--- src/rtl/sample_readout.sv ---
// Reads one acquisition out of the sample RAM, starting at the pre-trigger point, and streams
// it byte by byte to a ready/valid transmitter.
module sample_readout #(
  parameter int unsigned ram_width = 10
) (
  input  logic                 clk,
  input  logic                 reset,
  input  logic                 readstart,
  input  logic                 abort,
  input  logic                 autorearm,
  input  logic                 data_ready,
  input  logic [ram_width-1:0] wraddress_triggerpoint,
  input  logic [ram_width-1:0] triggerpoint,
  input  logic [ram_width:0]   readlength,
  output logic                 rden,
  output logic [ram_width-1:0] rdaddress,
  input  logic [7:0]           ram_q,
  output logic [7:0]           tx_data,
  output logic                 tx_valid,
  input  logic                 tx_ready,
  output logic                 busy,
  output logic                 done,
  output logic                 startTrigger
);

  typedef enum logic [2:0] {
    StIdle,
    StWaitRdy,
    StRead,
    StWaitQ,
    StSend,
    StFin
  } state_e;

  state_e               state_q, state_d;
  logic [ram_width-1:0] addr_q, addr_d;
  logic [ram_width-1:0] rdaddr_q, rdaddr_d;
  logic [ram_width:0]   len_q, len_d;
  logic [ram_width:0]   cnt_q, cnt_d;
  logic [ram_width:0]   cnt_inc;
  logic [7:0]           tx_data_q, tx_data_d;
  logic                 tx_valid_q, tx_valid_d;
  logic                 handshake;

  assign handshake = tx_valid_q & tx_ready;
  // Counter and length are one bit wider than the address so a full-RAM readout terminates.
  assign cnt_inc   = cnt_q + 1'b1;

  always_comb begin
    state_d    = state_q;
    addr_d     = addr_q;
    rdaddr_d   = rdaddr_q;
    len_d      = len_q;
    cnt_d      = cnt_q;
    tx_data_d  = tx_data_q;
    tx_valid_d = tx_valid_q;

    if (abort && (state_q != StIdle)) begin
      // Abort wins over everything, including a handshake in the same cycle.
      state_d    = StIdle;
      tx_valid_d = 1'b0;
    end else begin
      unique case (state_q)
        StIdle: begin
          if (readstart) begin
            len_d   = readlength;
            addr_d  = wraddress_triggerpoint - triggerpoint;
            cnt_d   = '0;
            state_d = StWaitRdy;
          end
        end
        StWaitRdy: begin
          if (len_q == '0) begin
            state_d = StFin;
          end else if (data_ready) begin
            state_d = StRead;
          end
        end
        StRead: begin
          rdaddr_d = addr_q;
          state_d  = StWaitQ;
        end
        StWaitQ: begin
          tx_data_d  = ram_q;
          tx_valid_d = 1'b1;
          state_d    = StSend;
        end
        StSend: begin
          if (handshake) begin
            tx_valid_d = 1'b0;
            addr_d     = addr_q + 1'b1;
            cnt_d      = cnt_inc;
            state_d    = (cnt_inc == len_q) ? StFin : StRead;
          end
        end
        StFin: begin
          state_d = StIdle;
        end
        default: begin
          state_d = StIdle;
        end
      endcase
    end
  end

  always_ff @(posedge clk or posedge reset) begin
    if (reset) begin
      state_q    <= StIdle;
      addr_q     <= '0;
      rdaddr_q   <= '0;
      len_q      <= '0;
      cnt_q      <= '0;
      tx_data_q  <= '0;
      tx_valid_q <= 1'b0;
    end else begin
      state_q    <= state_d;
      addr_q     <= addr_d;
      rdaddr_q   <= rdaddr_d;
      len_q      <= len_d;
      cnt_q      <= cnt_d;
      tx_data_q  <= tx_data_d;
      tx_valid_q <= tx_valid_d;
    end
  end

  // Address is live in READ and holds its last value elsewhere.
  assign rden         = (state_q == StRead);
  assign rdaddress    = rden ? addr_q : rdaddr_q;
  assign tx_data      = tx_data_q;
  assign tx_valid     = tx_valid_q;
  assign busy         = (state_q != StIdle);
  assign done         = (state_q == StFin) && !abort;
  assign startTrigger = done && autorearm;

endmodule

--- config.mk ---
export PLATFORM = sky130hd
export DESIGN_NAME = sample_readout
export DESIGN_NICKNAME = d
export VERILOG_FILES = /design/src/rtl/sample_readout.sv
export SDC_FILE = /design/constraint.sdc
export NUM_CORES = 1
export LEC_CHECK = 0
export CORE_MARGIN = 2
export CORE_UTILIZATION = 47
export DETAILED_ROUTE_END_ITERATION = 10
export HOLD_SLACK_MARGIN = 0.1
export MAX_ROUTING_LAYER = met4
export PLACE_DENSITY = 0.77
export SLEW_MARGIN = 5
export SYNTH_ARGS = -nofsm -noshare
export SYNTH_HDL_FRONTEND = slang
export SYNTH_SLANG_ARGS = --single-unit
--- constraint.sdc ---
create_clock -name clk -period 2.1 [get_ports clk]
set_clock_uncertainty 0.15 [all_clocks]
set_input_delay 0.42 -clock clk [delete_from_list [all_inputs] [get_ports clk]]
set_output_delay 0.42 -clock clk [all_outputs]
set_load 0.02 [all_outputs]
### Word level (Yosys, flattened, before mapping)

Cells that the tools add are included.

* flip-flop bits (word level): 54
* latch bits: 0
* memory bits (writable): 0
* memory bits (read-only): 0
* output and inout port bits: 23
* memories kept: 0

* add/subtract/negate cells: 3
* multiply operators: 0
* divide/modulo/power cells: 0
* $lt $le $gt $ge: 0
* equality and inequality tests: 11
* shift-type cells: 0
* mux-type cells: 17
* bitwise gates (word level): 2
* reductions and logical operators: 14

Operators by type and width (count)
* 2-to-1 mux 10 bit: 3
* 2-to-1 mux 11 bit: 2
* case mux 11 bit (2 select lines): 1
* case mux 10 bit (2 select lines): 1
* 2-to-1 mux 3 bit: 6
* case mux 3 bit (5 select lines): 1
* adder 11 x 1 -> 11 bit (second input constant): 1
* == test 11 bit: 1
* logical NOT 11 bit: 1
* adder 10 x 1 -> 10 bit (second input constant): 1
* subtractor 10 bit: 1
* == test 3 x 2 -> 1 bit (second input constant): 2
* == test 3 bit (second input constant): 2
* != test 3 bit (second input constant): 2
* AND reduction 3 bit: 2
* nonzero test 3 bit: 2
* != test 2 bit (second input constant): 2
* != test 4 bit (second input constant): 1
* AND reduction 2 bit: 2
* AND reduction 4 bit: 1
* == test 3 x 1 -> 1 bit (second input constant): 1
* logical AND 1 bit: 3
* logical NOT 3 bit: 1
* 2-to-1 mux 1 bit: 2
* 5 further kinds: 5

### Logic depth before layout (Yosys ltp)

Gate-level depths: netlist of run 1.

* depth after elaboration: 6
* mapped depth: 9
* depth with buffers taken out: 9

### Worst setup path after synthesis of run 1

Ideal clock, no wire load.

* path type: register to output
* start: register state_q[2]
* end: output startTrigger
* data arrival time: 1.650 ns
* setup slack: -0.120 ns
* stages on the path, launching flop included: 4
* buffers on the path: 0
* cells stage by stage: dfrtp_1 > inv_1 > nor4_1 > and2_1

* word-level cells in the longest chain between the ends: 3

Ends and longest elaborated chain
* start, declared: RTL line 35 `state_e state_q, state_d;`
* start signal, assigned: RTL line 108 `state_q <= StIdle;`
* start signal, assigned: RTL line 116 `state_q <= state_d;`
* == test 3 bit: RTL line 132 `assign done = (state_q == StFin) && !abort;`
* logical AND 1 bit: RTL line 132
* via done: RTL line 22 `output logic done,`
* logical AND 1 bit: RTL line 133 `assign startTrigger = done && autorearm;`
* end, declared: RTL line 23 `output logic startTrigger`

The timed path passes the listed nets, and every way through them passes these cells.

### Worst setup path after layout of run 1

* start: register state_q[0]
* end: output rdaddress[7]

* word-level cells in the longest chain between the ends: 2

Ends and longest elaborated chain
* == test 3 x 2 -> 1 bit: RTL line 127 `assign rden = (state_q == StRead);`
* 2-to-1 mux 10 bit
* end, declared: RTL line 16 `output logic [ram_width-1:0] rdaddress,`

No other way between the ends.

==> flow_metrics.env, run 1 <==
export IMPL_run_status="complete, but fails checks"
export IMPL_violations="negative setup slack"
export IMPL_clk_path_buf_depth=2
export IMPL_dp_worst_setup_slack_ns=-0.563
export IMPL_start_kind="register"
export IMPL_path_class="register to primary output"
export IMPL_setup_viol=15
export IMPL_leakage_nw=2.32
export IMPL_rsz0062_at_grt="yes"
export IMPL_final_cells=605
export IMPL_place_congestion=0.896
export IMPL_final_hold_violation_count=0
export IMPL_path_buf_inv=2
export IMPL_p_total_w=0.00540
export IMPL_synth_edff_count=0
export IMPL_async_flop_share_pct=100
export IMPL_worst_setup_path_end_kind="primary output"
export IMPL_worst_pin_slew_ns=0.359
export IMPL_p_per_area_nw_per_um2=1060
export IMPL_multiInputGateArea_um2=2200
export IMPL_min_period_ns=2.23
export IMPL_reg2reg_depth=6
export IMPL_tns_ns=-0.708
export IMPL_grt_pass1_wl_um=14500
export IMPL_die_h_um=89.2
export IMPL_wl_per_cell_um=15.4
export IMPL_die_x_um=89.2
export IMPL_dp_cells=579
export IMPL_cts_buffers=5
export IMPL_comb_power_share_pct=55.0
export IMPL_drt_iter0_drc=206
export IMPL_hold_class="input port to asynchronous set/reset pin"
export IMPL_dp_hpwl_um=6450
export IMPL_n_fill_cell=519
export IMPL_cp_arrival_ns=1.66
export IMPL_area_growth_syn_to_layout_pct=48.8
export IMPL_ant_nets=0
export IMPL_syn_cell_area_um2=3410
export IMPL_clockRootBuffer="clkbuf_8"
export IMPL_synthCells=377
export IMPL_floorplan_rows=31
export IMPL_pwr_share_clk_pct=11.6
export IMPL_path_depth=5
export IMPL_dr_total_vias=3323
export IMPL_synthFlopType="dfrtp_1"
export IMPL_seq_area_um2=1350
export IMPL_ys_seq_area_share_pct=39.6
export IMPL_n_antenna_cell=0
export IMPL_nets=563
export IMPL_cp_max_fo=6
export IMPL_die_area_um2=7950
export IMPL_antenna_found_initial=0
export IMPL_syn_num_nets=435
export IMPL_drc=0
export IMPL_grt_util_all_layers_pct=23.8
export IMPL_critPathMaxStageDelay_ns=0.42
export IMPL_path_clk_slew_ns=0.09
export IMPL_core_area_um2=7140
export IMPL_grt_max_degree=39
export IMPL_max_slew_margin_pct=76.1
export IMPL_netlist_cell_type_count=50
export IMPL_grt_overflow_total=0
export IMPL_cp_slowest_cell="dfrtp_1"
export IMPL_vdd_drop_max_uv=711
export IMPL_fmax_mhz=449
export IMPL_syn_avg_cell_area_um2=9.05
export IMPL_hold_buffers=0
export IMPL_pin_count=69
export IMPL_cp_cell_sequence="nor2b_4 > and2_4 > buf_4 > mux2_4 > buf_6"
export IMPL_holdWs_ns=0.291
export IMPL_fin_ws_ns=-0.129
export IMPL_drive_gt1_share_pct=34.6
export IMPL_insertion_delay_ns=0.32
export IMPL_drt_pass1_iter_count=4
export IMPL_via_per_inst=5.49
export IMPL_htreeDepth=2
export IMPL_cp_top_family="flip-flops"
export IMPL_wl_um=9320
export IMPL_cp_required_ns=1.53
export IMPL_slew_violations=0
export IMPL_maxCapViolCount=0
export IMPL_grt_pass1_vias=3248
export IMPL_fin_crit_sh_pct=106
export IMPL_seq_power_share_pct=33.4
export IMPL_numPortBuffers=68
export IMPL_yosysWarningCount=0
export IMPL_switchingPower_w=0.00212
export IMPL_intPower_w=0.00328
export IMPL_initial_core_util_pct=47.8
export IMPL_cts_tree="yes"
export IMPL_synth_seq_cells=54
export IMPL_power_switching_share_pct=39.2
export IMPL_clock_sinks=54
[synth_stat cells (all sizes together) (3+ instances only)]
| cell type | instances | area share, % |
|---|---|---|
| inv | 17 | 1.9 |
| dfrtp | 54 | 40 |
| clkbuf | 10 | 1.2 |
| o21a | 4 | 0.88 |
| or2 | 5 | 0.99 |
| xnor2 | 15 | 3.9 |
| and2 | 4 | 0.73 |
| o21ai | 26 | 3.8 |
| nand4 | 7 | 1.3 |
| nor4 | 5 | 0.92 |
| nand3 | 12 | 1.9 |
| mux2i | 3 | 0.88 |
| nor2b | 3 | 0.55 |
| or3 | 4 | 0.73 |
| a21oi | 15 | 2.2 |
| o31ai | 8 | 1.8 |
| xor2 | 5 | 1.3 |
| mux2 | 28 | 9.2 |
| a31oi | 5 | 0.92 |
| nor3 | 8 | 1.2 |
| ha | 11 | 4.0 |
| and3 | 13 | 2.4 |
| nand2b | 4 | 0.73 |
| buf | 8 | 1.2 |
| nor2 | 14 | 1.5 |
| nand2 | 63 | 6.9 |
[power groups by stage]
stage                     combinational (W)  sequential, W  clock [W]
after floorplan                     0.00151        0.00178          0
after global placement              0.00252        0.00178          0
after detailed placement            0.00258        0.00180          0
after CTS                           0.00274        0.00179   0.000629
after global routing                0.00323        0.00184   0.000673
final                               0.00297        0.00180   0.000624
[state kept, by name, summed over array words and instances, names as in the netlist]
signal,flops
rdaddr_q,10
tx_valid,1
len_q,11
addr_q,10
cnt_q,11
state_q,3
tx_data,8
[what timing repair did]
item                       4_1_cts  5_1_grt
setup buffers                    9        9
setup endpoints to repair       20       28
cloned                           1        0
resized for setup              113       63
pin swaps                       12       21
[stage by stage]
| stage | cell area, µm² | utilization [%] |
|---|---|---|
| 6_report | 5070 | 71.1 |
| 3_5_place_dp | 4580 | 64.2 |
| 2_1_floorplan | 3420 | - |
| 4_1_cts | 4830 | 67.7 |
| 3_3_place_gp | 4580 | 64.2 |
| 5_1_grt | 5070 | 71.1 |
[placed cells by master, fill, tap and decap left out, types with 4 or more instances in the layout]
master	instances
nand2_1	62
buf_4	62
dfrtp_1	52
clkdlybuf4s50_1	40
o21ai_0	20
mux2_2	18
buf_6	16
xnor2_1	14
and3_1	13
nor2_1	13
a21oi_1	13
inv_1	12
nand3_1	11
mux2_4	10
nand4_1	7
clkbuf_8	6
clkdlybuf4s15_1	6
a31oi_1	5
o21ai_1	5
nor3_1	5
inv_2	5
xor2_1	5
dlygate4sd2_1	5
clkbuf_2	5
o31ai_4	4
o21a_1	4
nor4_1	4
ha_4	4
ha_1	4
[cell families (layout without fill, tap and decap cells)]
kind of cell    after synthesis  in the layout  synth area share, %
mux                          31             31                 10.1
xor+xnor                     20             20                 5.14
compound gates               77             77                 14.7
fa+ha+maj                    12             12                 4.62
simple gates                148            149                 21.5
buf+inv                      35            163                 4.29
flops                        54             54                 39.6
[worst paths after layout]
path	startpoint	endpoint	slack [ns]
max	state_q[0]$_DFFE_PP0P_	rdaddress[7]	-0.13
min	reset	state_q[0]$_DFFE_PP0P_	0.29
max reg2reg	state_q[0]$_DFFE_PP0P_	cnt_q[7]$_DFFE_PP0P_	-0.01
min reg2reg	tx_data[5]$_DFFE_PP0P_	tx_data[5]$_DFFE_PP0P_	0.36
max in group asynchronous	reset	cnt_q[3]$_DFFE_PP0P_	1.29
min in group clk	tx_data[5]$_DFFE_PP0P_	tx_data[5]$_DFFE_PP0P_	0.36
[area by class of cell]
type	instances	share of cell area, %
Tap cell	99	2.44
Sequential cell	54	26.7
Timing Repair Buffer	138	24.3
Multi-Input combinational cell	289	43.4
Clock buffer	6	1.63
Inverter	17	1.26
Clock inverter	2	0.247
[tightest hold or removal path: cells and delay by family]
family,cells,cell delay [ns]
buffers and inverters,3,0.71
[routing by layer]
metal | global-route usage, % | vias to the layer above | wire length (µm)
li1 | - | 1596 | -
met1 | 30.6 | 1600 | 3970
met2 | 39.4 | 112 | 4720
met3 | 2.77 | 15 | 485
met4 | 7.46 | 0 | 150
met5 | - | - | 0
Note: power is estimated with default switching activity, not from simulation.
==> run 2, diff against run 1 <==
--- a/config.mk
+++ b/config.mk
@@ -11,7 +11,7 @@
 export HOLD_SLACK_MARGIN = 0.1
 export MAX_ROUTING_LAYER = met4
 export PLACE_DENSITY = 0.77
-export SLEW_MARGIN = 5
+export SLEW_MARGIN = 20
 export SYNTH_ARGS = -nofsm -noshare
 export SYNTH_HDL_FRONTEND = slang
 export SYNTH_SLANG_ARGS = --single-unit
==> results of run 2 <==
The final DEF is identical to that of run 1; final timing and power are the same.
==> run 3, diff against run 2 <==
--- a/config.mk
+++ b/config.mk
@@ -7,6 +7,7 @@
 export LEC_CHECK = 0
 export CORE_MARGIN = 2
 export CORE_UTILIZATION = 47
+export CTS_BUF_LIST = sky130_fd_sc_hd__clkbuf_8 sky130_fd_sc_hd__clkbuf_16
 export DETAILED_ROUTE_END_ITERATION = 10
 export HOLD_SLACK_MARGIN = 0.1
 export MAX_ROUTING_LAYER = met4
==> results of run 3 <==
The final DEF is identical to that of run 1; final timing and power are the same.
==> edit 1, RTL diff (settings of run 3) <==
The parameter `ram_width` goes from 10 to 20.
--- a/src/rtl/sample_readout.sv
+++ b/src/rtl/sample_readout.sv
@@ -2,5 +2,5 @@
 // it byte by byte to a ready/valid transmitter.
 module sample_readout #(
-  parameter int unsigned ram_width = 10
+  parameter int unsigned ram_width = 20
 ) (
   input  logic                 clk,
Interface: changed (resized rdaddress, readlength, triggerpoint and wraddress_triggerpoint); port bits go from 69 to 109. The function was not compared with the original's and may differ.
==> edit 1 against run 3 <==
- the flow still finishes with violations (negative setup slack)
- setup slack worse by 0.42 ns
- clock power grew to 2.7 times the old value
- sequential cell count is 40 higher
- critical path depth is 4 higher
- synthesized area is 87% higher
- register-to-register slack worse by 0.54 ns
- cell count is 100% higher
- total power is 100% higher
- final area is 110% higher
- wire length grew to 2.5 times the old value
==> edit 1: results (changes against run 3) <==
| Metric | Value |
|---|---|
| Status | `complete, but fails checks` |
| Violated checks | `negative setup slack` |
| CTS buffer count | `9 (+4)` |
| Slowest cell on the critical path | `nor4_1` |
| Worst Hold Class | `in2reg` |
| Top flop regs | `cnt_q (21), len_q (21)` |
| Initial DRC Count | `647 (+210%)` |
| DRT Pass-1 Iters | `5 (+1)` |
| Crit path from | `cnt_q[6]` |
| Setup ws final | `-0.547 ns (-0.418 ns)` |
| Crit Path Max Fanout | `5 (-1)` |
| Sw Pwr | `4.40 mW (+110%)` |
| Root Driver | `clkbuf_16` |
| Antenna cells | `0 (unchanged)` |
| Largest stage delay on the critical path | `0.46 ns (+0.04 ns)` |
| Buffers added on ports | `108 (+59%)` |
| Cells after Synth | `746 (+98%)` |
| VDD IR max | `583 uV (-18%)` |
| Compound-Gate Fraction of Synth Area | `18.4% (+3.7 points)` |
| Dpl ws | `-1.16 ns (-0.599 ns)` |
| DR vias/cell | `5.96 (+8.4%)` |
| Clock transition at path regs | `0.07 ns (-0.02 ns)` |
| Adder-Cell Fraction of Synth Area | `4.43% (-0.19 points)` |
| Via count | `7,285 (+120%)` |
| Final HPWL DP | `13,700 um (+110%)` |
| R2R Path End | `state_q[2]` |
| Worst hold slack | `0.230 ns (-0.0603 ns)` |
| GRT Util Overall | `29.9% (+6.2 points)` |
| Final nets | `1,140 (+100%)` |
| Worst-skew pair later-pin latency | `0.36 ns (+0.04 ns)` |
| Distinct cell type count after synthesis | `59 (+18%)` |
| Post-DP Area | `9000 um2 (+96%)` |
| H-tree depth | `3 (+1)` |
| Vias in the first global route | `7,125 (+120%)` |
| Worst slew margin | `64.1% (-12 points)` |
| Setup Viol. Count Final | `39 (+24)` |
| Routed wire length | `23,600 um (+150%)` |
| Crit end category | `register` |
| Leakage | `4.69 nW (+100%)` |
| R2R cell count | `9 (+3)` |
| Post-synthesis mux area share | `9.09% (-1.0 points)` |
| Top area cells in the synthesized netlist | `dfrtp_1 (37%), mux2_2 (8.5%), nand2_1 (6.0%)` |
| Post-synth top cells | `nand2_1 (102), dfrtp_1 (94), o21ai_0 (65), a21oi_1 (52), nor2_1 (50)` |
| Share of layout cells above drive strength 1 | `41.5% (+7.0 points)` |
| Area share of xor/xnor cells in the synthesized design | `5.57% (+0.43 points)` |
| Setup_tns | `-9.76 ns (-9.05 ns)` |
| First-pass GRT wire length | `33,800 um (+130%)` |
| RePlAce Congestion | `0.897 (+0.17%)` |
| CP arrival | `2.79 ns (+1.13 ns)` |
| Largest net degree at the start of global routing | `26 (-33%)` |
| Syn nets | `844 (+94%)` |
| Placed cells | `1,164 (+100%)` |
==> edit 1: what timing repair did <==
action,in CTS,in global routing
pin swaps,45,66
setup endpoints to repair,45,81
buffers inserted,29,18
endpoints found under the hold margin,0,0
gates cloned,3,0
gates resized for setup,290,119
==> edit 1: final cells by class <==
cell class	count	area [um2]
Clock inverter	7	75.1
Tap cell	176	220
Sequential cell	94	2360
Clock buffer	9	225
Inverter	30	139
Timing Repair Buffer	323	2940
Multi-Input combinational cell	584	4510
Fill cell	798	2770
==> edit 1: routing by layer <==
metal | GRT usage, % | vias to the layer above | part of all wire (%)
li1 | - | 3282 | -
met1 | 34.3 | 3477 | 36
met2 | 51.0 | 388 | 51
met3 | 4.58 | 138 | 6.5
met4 | 15.1 | 0 | 5.9
met5 | - | - | 0
==> edit 1: worst max-delay path: cells and delay by family, from the launching register on <==
| family | cells | cell delay (ns) |
|---|---|---|
| AOI/OAI and AO/OA | 4 | 0.75 |
| buffers and inverters | 1 | 0.19 |
| DFF | 1 | 0.45 |
| and+or+nand+nor | 4 | 1.04 |
==> edit 1: power by group through the flow <==
| stage | logic (mW) | clock network (mW) | registers (mW) |
|---|---|---|---|
| global route | 6.54 | 1.78 | 3.23 |
| detailed placement | 4.88 | 0 | 3.08 |
| floorplan | 2.80 | 0 | 3.05 |
| CTS | 5.57 | 1.69 | 3.08 |
| finish | 6.15 | 1.70 | 3.15 |
| global placement | 4.80 | 0 | 3.05 |
==> edit 2, RTL diff (config.mk and constraints of run 3) <==
Without the edit above. `rdaddr_q` no longer has a reset.
--- a/src/rtl/sample_readout.sv
+++ b/src/rtl/sample_readout.sv
@@ -108,5 +108,4 @@
       state_q    <= StIdle;
       addr_q     <= '0;
-      rdaddr_q   <= '0;
       len_q      <= '0;
       cnt_q      <= '0;
@@ -116,5 +115,4 @@
       state_q    <= state_d;
       addr_q     <= addr_d;
-      rdaddr_q   <= rdaddr_d;
       len_q      <= len_d;
       cnt_q      <= cnt_d;
@@ -122,4 +120,8 @@
       tx_valid_q <= tx_valid_d;
     end
+  end
+
+  always_ff @(posedge clk) begin
+    rdaddr_q <= rdaddr_d;
   end
 
Check against the original RTL: differs if reset is asserted again (counterexample within 4 cycles, from zero or initial values and one cycle with reset high); with reset held inactive, the same outputs for 10 cycles.
==> edit 2 against run 3 <==
- the run still ends with negative setup slack left
- combinational power decreased by 4%
- wire length decreased by 8.3%
- synthesized cell count shrank 7.2%
- synthesized area is 0.92% lower
- sequential cell count unchanged
- total power decreased by 2.0%
- final area shrank 5.5%
- setup slack worse by 0.029 ns
- register-to-register slack improved by 0.03 ns
- critical path type unchanged
- largest power group unchanged
- highest routed layer unchanged
==> edit 2: results (changes against run 3) <==
| Metric | Value |
|---|---|
| Setup Viol. Count Final | `10 (-5)` |
| Reg-to-reg setup timing slack | `0.02 ns (+0.03 ns)` |
| CP arrival | `1.69 ns (+0.03 ns)` |
| Worst-skew pair later-pin latency | `0.31 ns` |
| Buffers added on ports | `68 (unchanged)` |
| Status | `complete, but fails checks` |
| CTS buffer count | `5 (unchanged)` |
| VDD IR max | `503 uV (-29%)` |
| Reg-to-Reg Start | `cnt_q[1]` |
| Initial antenna violation count | `0 (unchanged)` |
| Fraction of registers with async set or reset after synthesis | `81.5% (-19 points)` |
| First-pass GRT wire length | `13,600 um (-6.6%)` |
| Worst hold slack | `0.292 ns (+0.000957 ns)` |
| Slowest cell on the critical path | `dfrtp_1` |
| Cells after Synth | `350 (-7.2%)` |
| Initial DRC Count | `189 (-8.3%)` |
| DRT Pass-1 Iters | `5 (+1)` |
| Antenna cells | `0 (unchanged)` |
| Synth warn | `0 (unchanged)` |
| Leakage | `2.06 nW (-11%)` |
| R2R cell count | `8 (+2)` |
| DR WL/cell | `15.3 um (-0.73%)` |
| Routed wire length | `8550 um (-8.3%)` |
| GRT Util Overall | `22.5% (-1.3 points)` |
| Top area cells in the synthesized netlist | `dfrtp_1 (33%), edfxtp_1 (8.9%), mux2_1 (6.0%)` |
| Clock buffer depth | `2 (unchanged)` |
| Setup ws final | `-0.159 ns (-0.0295 ns)` |
| Syn nets | `408 (-6.2%)` |
| Share of layout cells above drive strength 1 | `28.3% (-6.3 points)` |
| Distinct cell type count after synthesis | `57 (+14%)` |
| Post-synth EDFFs | `10 (+10)` |
| RePlAce Congestion | `0.857 (-4.3%)` |
| Crit Path Max Fanout | `6 (unchanged)` |
| Worst slew margin | `67.8% (-8.3 points)` |
| CP top delay family | `buffers and inverters` |
| Root Driver | `clkbuf_8` |
| DR vias/cell | `5.55 (+1.0%)` |
| Cell internal pwr | `3.22 mW (-1.9%)` |
| H-tree depth | `2 (unchanged)` |
| Seq/Total Area, Yosys | `41.5% (+1.8 points)` |
| Final HPWL DP | `5900 um (-8.4%)` |
| Crit path from | `state_q[0]` |
| Largest stage delay on the critical path | `0.41 ns` |
| Top flop regs | `cnt_q (11), len_q (11)` |
| Worst Hold Class | `in2async` |
| Post-synth top cells | `dfrtp_1 (44), nand2_1 (37), a21oi_1 (20), mux2_1 (18)` |
| Final nets | `520 (-7.6%)` |
| Placed cells | `540 (-6.7%)` |
| Clock transition at path regs | `0.09 ns (about the same)` |
| Vias in the first global route | `2,929 (-9.8%)` |
| R2R Path End | `state_q[2]` |
| Largest net degree at the start of global routing | `45 (+15%)` |
| Violated checks | `negative setup slack` |
==> edit 2: power groups by stage <==
stage          Clock [mW]  Combinational [mW]  Sequential (mW)
6_report            0.568                2.84             1.88
5_1_grt             0.625                3.04             1.93
4_1_cts             0.576                2.68             1.86
3_5_place_dp            0                2.53             1.88
3_3_place_gp            0                2.46             1.85
2_1_floorplan           0                1.43             1.90
==> edit 2: layout make-up <==
| type | count | area, um2 |
|---|---|---|
| timing repair buffer | 123 | 1130 |
| inverter | 18 | 82.6 |
| tap | 96 | 120 |
| multi-input combinational | 260 | 1980 |
| fill | 523 | 2080 |
| clock inverter | 3 | 12.5 |
| sequential | 54 | 1400 |
| clock buffer | 5 | 68.8 |
==> edit 2: tightest hold or removal path, delay by kind of cell <==
kind / cells / cell delay, ns
buffers and inverters: 3 / 0.71
==> edit 2: worst max path at each step <==
stage              endpoint  cells after the start
4_1_cts        rdaddress[8]                      5
2_1_floorplan     addr_q[6]                     10
3_5_place_dp      addr_q[6]                     11
6_report       rdaddress[4]                      5
3_3_place_gp      addr_q[6]                     11
5_1_grt        rdaddress[4]                      5
==> edit 2: through the flow <==
stage / cell area (um2) / setup WS [ns] / TNS [ns]
2_1_floorplan: 3400 / -0.0333 / -0.0333
3_3_place_gp: 4450 / -0.687 / -8.14
3_5_place_dp: 4450 / -0.752 / -8.77
4_1_cts: 4660 / -0.163 / -1.25
5_1_grt: 4790 / -0.217 / -2.30
6_report: 4790 / -0.159 / -1.28
==> edit 2: metal layers <==
layer  up-vias  global-route usage (%)  wire length (um)
met2       105                    36.0              4200
li1       1479                       -                 -
met3        11                    3.17               443
met1      1506                    29.8              3780
met4         0                    6.47               123
met5         -                       -                 0
==> edit 2: logic make-up after synthesis <==
group / share of synthesized area [%]
mux: 10.6
simple gates: 17.5
flops: 41.5
buf+inv: 5.74
xor+xnor: 5.18
compound gates: 14.8
fa+ha+maj: 4.66
==> edit 2: timing repair <==
action	CTS	global route
setup endpoints to repair	22	26
resized for setup	91	30
hold buffers	0	0
setup buffers	7	4
pin swaps	13	21
